===== src/rtl/bist_misr.sv =====
// bist_misr: MISR that compacts a programmed number of BIST response words and checks the result against a golden value.
// Define BIST_MISR_MASK_EN to add the data_mask_i per-bit X-mask input.
module bist_misr #(
    parameter int                DATA_W = 64,
    parameter logic [DATA_W-1:0] POLY   = 'h1B,
    parameter int                CNT_W  = 16
) (
    input  logic              clk_i,
    input  logic              rstn_i,
    input  logic              start_i,
    input  logic [DATA_W-1:0] seed_i,
    input  logic [CNT_W-1:0]  num_words_i,
    input  logic [DATA_W-1:0] golden_i,
    input  logic              data_valid_i,
    input  logic [DATA_W-1:0] data_i,
`ifdef BIST_MISR_MASK_EN
    input  logic [DATA_W-1:0] data_mask_i,
`endif
    output logic [DATA_W-1:0] sig_o,
    output logic [CNT_W-1:0]  word_cnt_o,
    output logic              busy_o,
    output logic              done_o,
    output logic              pass_o,
    output logic              fail_o
);
    typedef enum logic [1:0] {IDLE, COMPACT, CHECK, DONE} state_e;

    state_e            state_q, state_d;
    logic [DATA_W-1:0] sig_q, sig_d, d_word, sig_next;
    logic [CNT_W-1:0]  cnt_q, cnt_d, num_q, num_d, cnt_inc;
    logic              pass_q, pass_d, fail_q, fail_d;

`ifdef BIST_MISR_MASK_EN
    assign d_word = data_i & ~data_mask_i;
`else
    assign d_word = data_i;
`endif

    assign cnt_inc  = cnt_q + 1'b1;
    assign sig_next = {sig_q[DATA_W-2:0], 1'b0} ^ (sig_q[DATA_W-1] ? POLY : '0) ^ d_word;

    // start_i restarts from any state and wins over a same-cycle data word.
    always_comb begin
        state_d = state_q;
        sig_d   = sig_q;
        cnt_d   = cnt_q;
        num_d   = num_q;
        pass_d  = pass_q;
        fail_d  = fail_q;
        if (start_i) begin
            sig_d   = seed_i;
            cnt_d   = '0;
            num_d   = num_words_i;
            pass_d  = 1'b0;
            fail_d  = 1'b0;
            state_d = (num_words_i == '0) ? CHECK : COMPACT;
        end else begin
            case (state_q)
                COMPACT: if (data_valid_i) begin
                    sig_d   = sig_next;
                    cnt_d   = cnt_inc;
                    state_d = (cnt_inc == num_q) ? CHECK : COMPACT;
                end
                CHECK: begin
                    pass_d  = sig_q == golden_i;
                    fail_d  = sig_q != golden_i;
                    state_d = DONE;
                end
                default: ;
            endcase
        end
    end

    always_ff @(posedge clk_i or negedge rstn_i) begin
        if (!rstn_i) begin
            state_q <= IDLE;
            sig_q   <= '0;
            cnt_q   <= '0;
            num_q   <= '0;
            pass_q  <= 1'b0;
            fail_q  <= 1'b0;
        end else begin
            state_q <= state_d;
            sig_q   <= sig_d;
            cnt_q   <= cnt_d;
            num_q   <= num_d;
            pass_q  <= pass_d;
            fail_q  <= fail_d;
        end
    end

    assign sig_o      = sig_q;
    assign word_cnt_o = cnt_q;
    assign busy_o     = (state_q == COMPACT) || (state_q == CHECK);
    assign done_o     = state_q == DONE;
    assign pass_o     = pass_q;
    assign fail_o     = fail_q;
endmodule


===== config.mk =====
export PLATFORM = sky130hd
export DESIGN_NAME = bist_misr
export DESIGN_NICKNAME = d
export VERILOG_FILES = /design/src/rtl/bist_misr.sv
export SDC_FILE = /design/constraint.sdc
export NUM_CORES = 1
export LEC_CHECK = 0
export CAP_MARGIN = 20
export CORE_ASPECT_RATIO = 0.9
export CORE_MARGIN = 2
export CORE_UTILIZATION = 45
export DETAILED_ROUTE_END_ITERATION = 12
export PLACE_DENSITY = 0.84
export SYNTH_ARGS = -nofsm -noshare
export SYNTH_HDL_FRONTEND = slang
export SYNTH_SLANG_ARGS = --single-unit

===== constraint.sdc =====
create_clock -name clk_i -period 4.5 [get_ports clk_i]
set_input_delay 0.9 -clock clk_i [delete_from_list [all_inputs] [get_ports clk_i]]
set_output_delay 0.9 -clock clk_i [all_outputs]
set_load 0.03 [all_outputs]

==> impl_results.md <==
* Status: finished clean
* Number of cells on the worst hold path at 1
* Clock sink total at 100
* Most frequent cells in the layout: clkdlybuf4s50_1 (293), xnor2_1 (107), dfrtp_1 (100)
* TritonCTS Buffers at 9
* Netlist cell types at 41
* Setup crit end kind: output pin
* Max_cap viols at 0
* Clock slew at reported path FFs at 0.07 ns
* Count of final setup violators at 0
* RSZ-0062 raised after global routing: false
* Post-CTS sizing at 0
* Cells after Synth at 715
* Fmax at 369 MHz
* Worst r2r src: state_q[1]$_DFFE_PN0P_
* YS warnings at 0
* Yosys reg bits at 100
* Hold Startpoint: fail_o$_DFFE_PN0P_
* Max-slew headroom at 54.2%
* Post-synth ARST share at 100%
* CP Launch Type: flip-flop
* Clock latency on the worst-skew pair at 0.34 ns
* Diodes inserted at 0
* CTS Buffer Depth at 2
* Syn_nets at 931
* Via count at 6181
* DRT antenna net count at 0
* Commonest non-fill, non-tap cell in the layout: clkdlybuf4s50_1
* HP Class: reg2reg
* DR iter-0 viols at 406
* FF-to-FF path depth at 6
* Critical Path RT at 3.60 ns
* Fin crit share at 60.3%
* Die span in y at 116 um
* Sequential cell area at 0.00250 mm^2
* DRT Wirelength at 22600 um
* Fin crit period at 2.71 ns
* # port buffers at 295
* Area occupied by multi-input gates at 0.00355 mm^2
* First-pass detailed-route iteration total at 5
* Critical Setup Path Class: reg2out
* Die W at 128 um
* Io pins at 296
* Clock Skew at 0.0106 ns
* Final core utilization at 71.2%
* Post-CTS Setup Repair Bufs at 0
* Post-synth EDFFs at 0
* Root buf cell: clkbuf_16
* Sequential area share after synthesis at 40.2%
* CTS tree: yes
* Crit path DAT at 1.81 ns
* Layout fillers at 1067
* Avg Cell Area, Syn at 8.72 um^2
* CP Max Fanout at 4
* Initial antenna violation count at 0
* DIE AREA at 0.0148 mm^2
* Slew @ Worst Pin at 0.681 ns
* # nets final at 1203
* WL/cell at 19.5 um
* Layout cells sized above 1 at 4.64%
* Worst vdd ir at 0.216 mV
* Worst Setup SP: state_q[0]$_DFFE_PN0P_
* First-pass GRT wire length at 34000 um
* Largest net degree at the start of global routing at 72
* Core area at 0.0135 mm^2
* Area Overhead vs Synth at 53.8%
* Dpl hpwl at 17900 um
* Ys flop type: dfrtp_1
* Starting Density at 46.3%
* Hold Fails Final Rpt at 0
* Vias in the first global route at 6225
* Leakage at 3.75 nW
* Total global-route track usage at 30.6%
* Slew Viols, Final at 0
* Drt via density at 5.33
* CTS H-tree lvls at 3
* PwrDens at 300 mW/mm^2
* # DRC at 0
* Placer Congestion at 0.931
* Grt ovf at 0
* FP Rows at 40
* Synthesized area at 0.00623 mm^2
* Setup TNS at 0 ns
* Hold Buf Count CTS at 0
## cell type report
| type | instances | share of cell area (%) |
|---|---|---|
| repair buffers | 301 | 31.2 |
| flip-flops and latches | 100 | 26.1 |
| clock buffers | 11 | 2.53 |
| clock inverters | 5 | 0.627 |
| well taps | 168 | 2.19 |
| inverters | 7 | 0.274 |
| multi-input cells | 568 | 37.0 |
## report_power, final
group	total, mW	internal (mW)	switching, mW	leakage (nW)
Clock	0.807	0.450	0.358	0.146
Combinational	0.944	0.486	0.458	2.37
Sequential	1.12	0.982	0.140	1.24
## registers in the layout (all words and copies together), names as in the netlist
name and flops:
fail_o 1, state_q 2, num_q 16, word_cnt_o 16, pass_o 1, sig_o 64
## layer usage
metal / global-route usage (%) / part of all wire [%]
met5: 0 / 0
met4: 15.6 / 5.0
met3: 8.13 / 7.7
met2: 50.7 / 48
met1: 37.1 / 40
## worst paths after layout
path	slack (ns)	endpoint
worst min register to register	0.52	fail_o$_DFFE_PN0P_
worst max register to register	2.08	sig_o[4]$_DFFE_PN0P_
min in group asynchronous	0.53	sig_o[44]$_DFFE_PN0P_
worst min-delay path	0.52	fail_o$_DFFE_PN0P_
worst max-delay path	1.79	busy_o
max in group asynchronous	3.01	sig_o[53]$_DFFE_PN0P_
## through the flow
step | setup WS (ns) | total power, mW | instance area [um^2] | std cells | hold slack [ns]
final | 1.79 | 2.87 | 9580 | 1160 | 0.519
after global routing | 1.70 | 3.00 | 9580 | 1160 | 0.538
after CTS | 1.77 | 2.88 | 9580 | 1160 | 0.518
after detailed placement | 1.47 | 2.08 | 9280 | 1144 | 0.502
after global placement | 1.53 | 2.06 | 9280 | 1144 | 0.496
after floorplan | 2.25 | 1.59 | 6230 | 715 | 0.496
## cell usage after synthesis, drive strengths merged, types with 2 or more instances
master / number / area, um^2
ha: 4 / 50.1
a21oi: 66 / 330
nand3: 6 / 30.0
o221ai: 2 / 17.5
and2: 2 / 12.5
buf: 5 / 30.0
nand4: 15 / 109
inv: 7 / 26.3
o21ai: 74 / 370
dfrtp: 100 / 2500
o311ai: 2 / 17.5
nor2: 82 / 308
nor4: 19 / 119
xnor2: 107 / 937
nor2b: 3 / 18.8
or3: 3 / 18.8
or4: 3 / 22.5
nor3: 10 / 60.1
xor2: 58 / 508
mux2: 17 / 191
clkbuf: 35 / 131
nand2: 81 / 304
## kinds of logic after synthesis
logic type               share of synthesized area (%)
AO/OA/AOI/OAI                                     13.3
multiplexers                                      3.07
flip-flops                                        40.2
XOR/XNOR                                          23.2
buffers and inverters                             3.01
AND/OR/NAND/NOR                                   16.5
adder cells (fa/ha/maj)                          0.803
## worst max-delay path, stage by stage (launching register included)
cell             delay (ns)
dfrtp_1                0.41
inv_1                  0.06
ha_1                   0.28
inv_1                  0.05
clkdlybuf4s50_1        0.67
Note: power is estimated with default switching activity, not from simulation.
